### src/rtl/iter_muldiv_if.sv
// Request/result bundle between decode and the iterative multiply/divide unit.
// Requests are single-cycle start strobes; results are visible as HI/LO with a done pulse.
interface iter_muldiv_if #(
  parameter int WIDTH = 32
);
  logic             start;
  logic [2:0]       op;
  logic [WIDTH-1:0] a;
  logic [WIDTH-1:0] b;
  logic             busy;
  logic             done;
  logic             dz;
  logic [WIDTH-1:0] hi;
  logic [WIDTH-1:0] lo;

  modport master (
    output start, op, a, b,
    input  busy, done, dz, hi, lo
  );

  modport slave (
    input  start, op, a, b,
    output busy, done, dz, hi, lo
  );
endinterface

### src/rtl/iter_muldiv.sv
// Iterative radix-2 multiply/divide with HI/LO registers; MTHI/MTLO write in one cycle.
// Latency: WIDTH+1 unpaused cycles busy per mul/div; pause freezes everything; start while busy is dropped.
module iter_muldiv #(
  parameter int WIDTH = 32
) (
  input  logic       clk,
  input  logic       rst,
  input  logic       pause,
  iter_muldiv_if.slave bus
);

  localparam int CW = $clog2(WIDTH);
  localparam logic [CW-1:0] LAST = CW'(WIDTH - 1);

  typedef enum logic [1:0] {
    IDLE,
    CALC,
    FIX
  } state_t;

  state_t state_q, state_d;
  logic   accept, mthi, mtlo;

  logic [CW-1:0]    count_q;
  logic             mul_q, neg_q, rneg_q, dz_q;
  logic [WIDTH:0]   opnd_q;
  logic [WIDTH-1:0] acc_q, shreg_q, a_raw_q;
  logic [WIDTH-1:0] hi_q, lo_q;
  logic             done_q, dz_out_q;

  // Operand preparation for a newly accepted request
  logic           op_signed, op_mul;
  logic [WIDTH:0] a_ext, b_ext, abs_a, abs_b;

  assign op_signed = (bus.op == 3'd1) || (bus.op == 3'd3);
  assign op_mul    = (bus.op == 3'd1) || (bus.op == 3'd2);
  assign a_ext     = {op_signed & bus.a[WIDTH-1], bus.a};
  assign b_ext     = {op_signed & bus.b[WIDTH-1], bus.b};
  // One extra bit so that the magnitude of the most negative value is representable
  assign abs_a     = a_ext[WIDTH] ? -a_ext : a_ext;
  assign abs_b     = b_ext[WIDTH] ? -b_ext : b_ext;

  // One iteration step of each algorithm
  logic [WIDTH:0]   mul_sum;
  logic [WIDTH:0]   div_shift;
  logic [WIDTH+1:0] div_diff;
  logic             div_ok;
  logic             unused_bits;

  assign mul_sum   = {1'b0, acc_q} + (shreg_q[0] ? opnd_q : '0);
  assign div_shift = {acc_q, shreg_q[WIDTH-1]};
  assign div_diff  = {1'b0, div_shift} - {1'b0, opnd_q};
  assign div_ok    = ~div_diff[WIDTH+1];
  // A successful trial subtraction always leaves a remainder below the divisor
  assign unused_bits = div_diff[WIDTH];

  // Sign correction applied in FIX
  logic [2*WIDTH-1:0] prod, prod_fix;
  logic [WIDTH-1:0]   quo_fix, rem_fix;

  assign prod     = {acc_q, shreg_q};
  assign prod_fix = neg_q ? -prod : prod;
  assign quo_fix  = neg_q ? -shreg_q : shreg_q;
  assign rem_fix  = rneg_q ? -acc_q : acc_q;

  always_ff @(posedge clk) begin
    if (rst) begin
      state_q <= IDLE;
    end else begin
      state_q <= state_d;
    end
  end

  always_comb begin
    state_d = state_q;
    accept  = 1'b0;
    mthi    = 1'b0;
    mtlo    = 1'b0;
    if (!pause) begin
      case (state_q)
        IDLE: begin
          if (bus.start) begin
            case (bus.op)
              3'd1, 3'd2, 3'd3, 3'd4: begin
                accept  = 1'b1;
                state_d = CALC;
              end
              3'd5:    mthi = 1'b1;
              3'd6:    mtlo = 1'b1;
              default: ;
            endcase
          end
        end
        CALC: begin
          if (count_q == LAST) state_d = FIX;
        end
        FIX:     state_d = IDLE;
        default: state_d = IDLE;
      endcase
    end
  end

  always_ff @(posedge clk) begin
    if (rst) begin
      count_q  <= '0;
      mul_q    <= 1'b0;
      neg_q    <= 1'b0;
      rneg_q   <= 1'b0;
      dz_q     <= 1'b0;
      opnd_q   <= '0;
      acc_q    <= '0;
      shreg_q  <= '0;
      a_raw_q  <= '0;
      hi_q     <= '0;
      lo_q     <= '0;
      done_q   <= 1'b0;
      dz_out_q <= 1'b0;
    end else if (!pause) begin
      done_q   <= (state_q == FIX);
      dz_out_q <= (state_q == FIX) && dz_q;

      if (accept) begin
        count_q <= '0;
        mul_q   <= op_mul;
        neg_q   <= op_signed & (bus.a[WIDTH-1] ^ bus.b[WIDTH-1]);
        rneg_q  <= op_signed & bus.a[WIDTH-1];
        dz_q    <= !op_mul && (bus.b == '0);
        opnd_q  <= op_mul ? abs_a : abs_b;
        acc_q   <= '0;
        shreg_q <= op_mul ? abs_b[WIDTH-1:0] : abs_a[WIDTH-1:0];
        a_raw_q <= bus.a;
      end
      if (mthi) hi_q <= bus.a;
      if (mtlo) lo_q <= bus.a;

      if (state_q == CALC) begin
        count_q <= count_q + 1'b1;
        if (mul_q) begin
          acc_q   <= mul_sum[WIDTH:1];
          shreg_q <= {mul_sum[0], shreg_q[WIDTH-1:1]};
        end else begin
          acc_q   <= div_ok ? div_diff[WIDTH-1:0] : div_shift[WIDTH-1:0];
          shreg_q <= {shreg_q[WIDTH-2:0], div_ok};
        end
      end

      if (state_q == FIX) begin
        if (mul_q) begin
          {hi_q, lo_q} <= prod_fix;
        end else if (dz_q) begin
          lo_q <= '1;
          hi_q <= a_raw_q;
        end else begin
          lo_q <= quo_fix;
          hi_q <= rem_fix;
        end
      end
    end
  end

  assign bus.busy = (state_q != IDLE);
  assign bus.done = done_q;
  assign bus.dz   = dz_out_q;
  assign bus.hi   = hi_q;
  assign bus.lo   = lo_q;

endmodule

### src/flat_wrapper.sv
// flat-port wrapper written by rule: the top's interface ports become plain ports
module iter_muldiv_flat 
#(
  parameter int WIDTH = 32
)
  (clk, rst, pause, bus_start, bus_op, bus_a, bus_b, bus_busy, bus_done, bus_dz, bus_hi, bus_lo);
  iter_muldiv_if #(.WIDTH(WIDTH)) bus_i ();
  input  logic clk;
  input  logic rst;
  input  logic pause;
  input wire logic [$bits(bus_i.start)-1:0] bus_start;
  input wire logic [$bits(bus_i.op)-1:0] bus_op;
  input wire logic [$bits(bus_i.a)-1:0] bus_a;
  input wire logic [$bits(bus_i.b)-1:0] bus_b;
  output wire logic [$bits(bus_i.busy)-1:0] bus_busy;
  output wire logic [$bits(bus_i.done)-1:0] bus_done;
  output wire logic [$bits(bus_i.dz)-1:0] bus_dz;
  output wire logic [$bits(bus_i.hi)-1:0] bus_hi;
  output wire logic [$bits(bus_i.lo)-1:0] bus_lo;
  assign bus_i.start = bus_start;
  assign bus_i.op = bus_op;
  assign bus_i.a = bus_a;
  assign bus_i.b = bus_b;
  assign bus_busy = bus_i.busy;
  assign bus_done = bus_i.done;
  assign bus_dz = bus_i.dz;
  assign bus_hi = bus_i.hi;
  assign bus_lo = bus_i.lo;
  iter_muldiv #(.WIDTH(WIDTH)) u_core (.clk(clk), .rst(rst), .pause(pause), .bus(bus_i));
endmodule
### config.mk
export PLATFORM = sky130hd
export DESIGN_NAME = iter_muldiv_flat
export DESIGN_NICKNAME = d
export VERILOG_FILES = /design/src/rtl/iter_muldiv_if.sv /design/src/rtl/iter_muldiv.sv /design/src/flat_wrapper.sv
export SDC_FILE = /design/constraint.sdc
export NUM_CORES = 1
export LEC_CHECK = 0
export CAP_MARGIN = 20
export CORE_MARGIN = 2
export CORE_UTILIZATION = 60
export CTS_CLUSTER_DIAMETER = 60
export DETAILED_ROUTE_END_ITERATION = 6
export PLACE_DENSITY = 0.87
export SKIP_CTS_REPAIR_TIMING = 1
export SLEW_MARGIN = 40
export SYNTH_ARGS = -nofsm -noshare
export SYNTH_HDL_FRONTEND = slang
export SYNTH_SLANG_ARGS = --single-unit
### constraint.sdc
create_clock -name clk -period 7.6 [get_ports clk]
set_input_delay 0.76 -clock clk [delete_from_list [all_inputs] [get_ports clk]]
set_output_delay 0.76 -clock clk [all_outputs]
set_load 0.05 [all_outputs]
## After elaboration in Yosys (flattened, before gate mapping)

Index checks and enable logic that the tools add are counted.

| word-level totals | value |
|---|---|
| register bits | 206 |
| input port bits | 71 |
| output and inout bits | 67 |
| word-level logic and storage cells | 98 |

| operators by class | value |
|---|---|
| add/sub/neg operators | 8 |
| equality and inequality tests | 12 |
| multiplexer cells | 41 |
| bitwise logic cells | 6 |
| reductions and logical operators | 17 |

Operators by type and width:

| kind | number |
|---|---|
| $mux 32 | 18 |
| $mux 33 | 4 |
| $neg 33->33 | 2 |
| $mux 64 | 1 |
| $neg 32->32 | 2 |
| $neg 64->64 | 1 |
| $sub 33x33->34 | 1 |
| $add 32x33->33 | 1 |
| $logic_not 32->1 | 1 |
| $mux 1 | 12 |
| $mux 5 | 2 |
| $eq 3x3->1 const B | 3 |
| $reduce_and 2->1 | 4 |
| $reduce_bool 2->1 | 4 |
| $eq 3x2->1 const B | 2 |
| $mux 2 | 3 |
| $add 5x1->5 const B | 1 |
| $eq 5x5->1 const B | 1 |
| $ne 2x2->1 const B | 2 |
| $pmux 2 s2 | 1 |
| $reduce_and 4->1 | 1 |
| $reduce_or 4->1 | 1 |
| $and 1x1->1 | 3 |
| $eq 3x1->1 const B | 1 |
| other kinds (9) | 12 |

## Longest topological paths before layout

| depth | value |
|---|---|
| word-level depth | 8 |
| mapped depth | 14 |
| depth with buffers taken out | 13 |

## Worst setup path after synthesis

Ideal clock, no wire load.

| timing path | value |
|---|---|
| path kind | in2reg |
| start | input port bus_a[7] |
| end | register u_core.shreg_q[24] |
| library setup time | 0.070 ns |
| data arrival time | 3.384 ns |
| setup slack | 4.146 ns |
| cell stages on the path | 9 |
| path buffers | 1 |
| path through | clkbuf_1 -> or4_1 -> or4_1 -> or4_1 -> o41ai_1 -> xor2_1 -> a211oi_1 -> o21ai_1 -> a21oi_1 |

| on the way | value |
|---|---|
| cells in the longest elaborated chain, start to end | 5 |

RTL lines:

| what | RTL line | source |
|---|---|---|
| start: declaration | flat_wrapper.sv:13 | `input wire logic [$bits(bus_i.a)-1:0] bus_a;` |
| $neg 33->33 | iter_muldiv.sv:40 | `assign abs_a = a_ext[WIDTH] ? -a_ext : a_ext;` |
| $mux 33 | iter_muldiv.sv:40 |  |
| $mux 32 | iter_muldiv.sv:130 | `shreg_q <= op_mul ? abs_b[WIDTH-1:0] : abs_a[WIDTH-1:0];` |
| $mux 32 | iter_muldiv.sv:122 | `if (accept) begin` |
| $mux 32 | iter_muldiv.sv:136 | `if (state_q == CALC) begin` |
| end signal: assignment | iter_muldiv.sv:130 |  |
| end signal: assignment | iter_muldiv.sv:140 | `shreg_q <= {mul_sum[0], shreg_q[WIDTH-1:1]};` |
| end signal: assignment | iter_muldiv.sv:143 | `shreg_q <= {shreg_q[WIDTH-2:0], div_ok};` |
| end: declaration | iter_muldiv.sv:27 | `logic [WIDTH-1:0] acc_q, shreg_q, a_raw_q;` |

No other way between the ends. The select of a mux whose other input is x is not followed.
A chain may end at the register's enable or synchronous reset.

## Worst setup path in the final report

| timing path | value |
|---|---|
| start | register u_core.shreg_q[0] |
| end | register u_core.acc_q[30] |

| on the way | value |
|---|---|
| cells in the longest elaborated chain, start to end | 4 |

RTL lines:

| what | RTL line | source |
|---|---|---|
| $mux 33 | iter_muldiv.sv:50 | `assign mul_sum = {1'b0, acc_q} + (shreg_q[0] ? opnd_q : '0);` |
| $add 32x33->33 | iter_muldiv.sv:50 |  |
| $mux 32 | iter_muldiv.sv:138 | `if (mul_q) begin` |
| $mux 32 | iter_muldiv.sv:136 |  |
| end signal: assignment | iter_muldiv.sv:139 | `acc_q <= mul_sum[WIDTH:1];` |
| end signal: assignment | iter_muldiv.sv:142 | `acc_q <= div_ok ? div_diff[WIDTH-1:0] : div_shift[WIDTH-1:0];` |
| end: declaration | iter_muldiv.sv:27 |  |

No other way between the ends.

==> key figures <==
Clock tree
  • Total CTS buffers: 28
  • Clock tree from TritonCTS: yes
  • H-Tree Level Count: 1
  • Clock Sink Count: 206
  • Worst skew pair latency: about 0.56 ns
  • Max clock buf depth: 3
  • Root buf cell: clkbuf_16
  • Worst-path clk slew: 0.06 ns

Timing
  • Final worst-path cycle share: a little over half
  • Setup ws final: between 3 and 4 ns
  • Endpoints failing setup: 0
  • Least-Margin Pin Slew: 0.892 ns
  • Setup TNS: 0 ns
  • Fin crit period: 4.02 ns
  • Final hold slack: 0.449 ns
  • Worst Skew: 0.0197 ns
  • Relative slew slack: 40.3%
  • Hold Vio Cnt, Final: 0
  • Fmax: 249 MHz
  • RSZ-0062 raised after global routing: no
  • Final Slew Violations: 0

Min path
  • Hold Path Class: reg2reg
  • Hold_sp: u_core.bus.lo[0]$_SDFFE_PP0P_
  • Hold Path Depth: 2

Layout
  • Area delta synth->final: 14.0%
  • Layout cells sized above 1: 5.04%
  • Commonest cells after routing, fill and taps aside: nand2_1 (352), nor2_1 (243), a21oi_1 (235)
  • Most common cell after layout, fill and taps aside: nand2_1
  • Final Net Count: between 2000 and 3000
  • Fill count: 2347

Floorplanning
  • Die ar.: 0.0294 mm²
  • Core area: approximately 0.028 mm²
  • Die X: between 150 and 200 µm
  • Initial Util: 60.7%
  • Die H: approximately 170 µm
  • IO Count: 138
  • Num rows: 61

Synthesis
  • Post-synthesis async set-or-reset flop share: 0%
  • Mapped Avg Cell Area: 7.07 µm²
  • Top FF cell, synth: dfxtp_1
  • Synth Cell Area: 0.0168 mm²
  • Share of the yosys chip area belonging to registers: 24.5%
  • Yosys cell types: 76
  • Post-Synthesis Net Count: roughly 2500
  • #FFs+latches synth: 206
  • Synthesized netlist cell count: 2378
  • Yosys warning total: 0
  • EDFF count, synth: 0

Worst setup path
  • Kind of critical path: reg2reg
  • Critical path depth in cells: 13
  • Critical Path Source Type: register
  • CP peak stage delay: 0.56 ns
  • Slowest-stage cell, CP: o21ai_0
  • CP delay by family, top: compound AO/OA/AOI/OAI gates
  • R2r startpoint: u_core.shreg_q[0]$_SDFFE_PP0P_
  • Setup crit end kind: register
  • Crit path buffers/inverters: 2
  • Data arrival, critical path: roughly 4.4 ns
  • Critical path cell sequence: buf_4 > nand2_1 > inv_1 > ha_1 > a211oi_1 > o21ai_0 > o21ai_0 > a21oi_1 > o31ai_1 > nand3_1 > a21boi_0 > mux2i_1 > o311ai_0
  • CP dominant cell by count: o21ai_0
  • Worst r2r path cells: 13
  • Required time of the critical path: ~8 ns
  • Crit-path max FO: 8
  • Origin of the worst setup path: u_core.shreg_q[0]$_SDFFE_PP0P_

Global route
  • Vias in the first global route: 17278
  • First-pass GRT wire length: 96000 µm
  • Pin count of the biggest net entering global routing: between 90 and 100
  • Initial antenna violation count: 4
  • Gr ovfl total: 0
  • Overall global routing resource usage: 41.9%

Power
  • Maximum VDD drop: 0.178 mV
  • P per Cell Area: 184 mW/mm²
  • Pleak: 7.11 nW

Detailed routing
  • Routed vias: 18681
  • Post-detailed-route count of antenna-violating nets: 0
  • Final wirelength: 63200 µm
  • WL per Instance: 22.7 µm
  • DR vias/cell: 6.71
  • Initial DRC Count: roughly 2000
  • DRT Pass-1 Iters: 7
  • Post-route DRC: 2

Run status
  • Failing checks: DRC
  • Run status: complete, but fails checks

Place
  • Pre-CTS setup slack: around 3.4 ns
  • DP Wirelength: 46100 µm
  • Gpl congestion: 1.00
  • Port Buffers: 137

Job
  • Max-cap violation count: 0
==> layer usage <==
| metal | part of all wire [%] | GRT usage, % | routed length, µm | vias to the layer above |
|---|---|---|---|---|
| li1 | - | - | - | 8513 |
| met1 | 38 | 52.6 | 24200 | 8642 |
| met2 | 44 | 65.7 | 27600 | 1223 |
| met3 | 10 | 8.31 | 6610 | 299 |
| met4 | 7.5 | 27.1 | 4710 | 4 |
| met5 | 0.038 | 0 | 24 | - |
==> state kept, by name, summed over array words and instances, names as in the netlist, 2 cells and up <==
name	count
u_core.state_q	2
u_core.count_q	5
u_core.bus.hi	32
u_core.a_raw_q	32
u_core.opnd_q	33
u_core.bus.lo	32
u_core.shreg_q	32
u_core.acc_q	32
==> final cells by class <==
class	count	area, µm²	area share, %
multi-input combinational	1917	11800	61.4
clock inverter	14	143	0.745
timing repair buffer	164	1580	8.26
inverter	64	240	1.25
tap	378	473	2.47
clock buffer	37	816	4.26
sequential	206	4130	21.6
antenna	3	7.51	0.0392
==> power by group <==
part / internal, mW / total (mW) / switching [mW]
clock: 0.823 / 1.36 / 0.539
combinational: 0.347 / 0.967 / 0.621
sequential: 1.12 / 1.19 / 0.0685
==> metrics by stage <==
step | instance area (µm²) | util, % | std cells | power, mW
floorplan | 16800 | - | 2378 | 1.85
global placement | 18200 | 65.5 | 2729 | 2.13
detailed placement | 18200 | 65.6 | 2729 | 2.14
CTS | 19100 | 69.1 | 2780 | 3.48
global route | 19100 | 69.1 | 2780 | 3.64
finish | 19200 | 69.1 | 2783 | 3.52
==> final timing paths <==
path	endpoint	slack, ns
hold reg to reg	u_core.bus.lo[0]$_SDFFE_PP0P_	0.45
setup reg to reg	u_core.acc_q[30]$_SDFFE_PP0P_	3.58
hold / removal	u_core.bus.lo[0]$_SDFFE_PP0P_	0.45
setup / recovery	u_core.acc_q[30]$_SDFFE_PP0P_	3.58
==> synth_stat cells (6+ instances only) <==
cell	instances	area, µm²
o221ai_1	31	272
o21bai_1	8	60.1
and2_1	8	50.1
a311oi_1	15	131
o21ai_0	155	776
dfxtp_1	206	4120
ha_1	71	888
a31oi_1	22	138
a221oi_1	9	78.8
xnor2_1	95	832
a2111oi_0	10	87.6
o211ai_1	32	240
o41ai_1	18	158
nor2_1	246	923
inv_1	63	236
nand2_1	353	1330
buf_2	7	35.0
a22o_1	15	131
nand2b_1	21	131
or2_2	15	93.8
nor4_1	12	75.1
clkbuf_1	172	646
a22oi_1	6	45.0
mux2i_1	46	460
nand4_1	15	93.8
or3_1	19	119
o22ai_1	10	62.6
o21a_1	11	82.6
or4_1	15	113
xor2_1	106	928
a211oi_1	50	375
a21oi_1	237	1190
nand3_1	42	210
buf_1	10	37.5
a21o_1	32	240
o31ai_1	36	270
nor2b_1	9	56.3
nor3_1	65	325
and3_1	10	62.6
==> cells by family after synthesis <==
group,after synthesis,share of synthesized area (%)
buf+inv,255,5.84
flops,206,24.5
compound gates,739,27.9
simple gates,857,22.9
mux,47,2.81
fa+ha+maj,73,5.52
xor+xnor,201,10.5
==> tightest hold or removal path, cell delays in order, from the launching register on <==
cell     delay (ns)
dfxtp_1        0.31
nand2_1        0.05
a21oi_1        0.05
No activity file was read; power rests on OpenSTA's default activity.
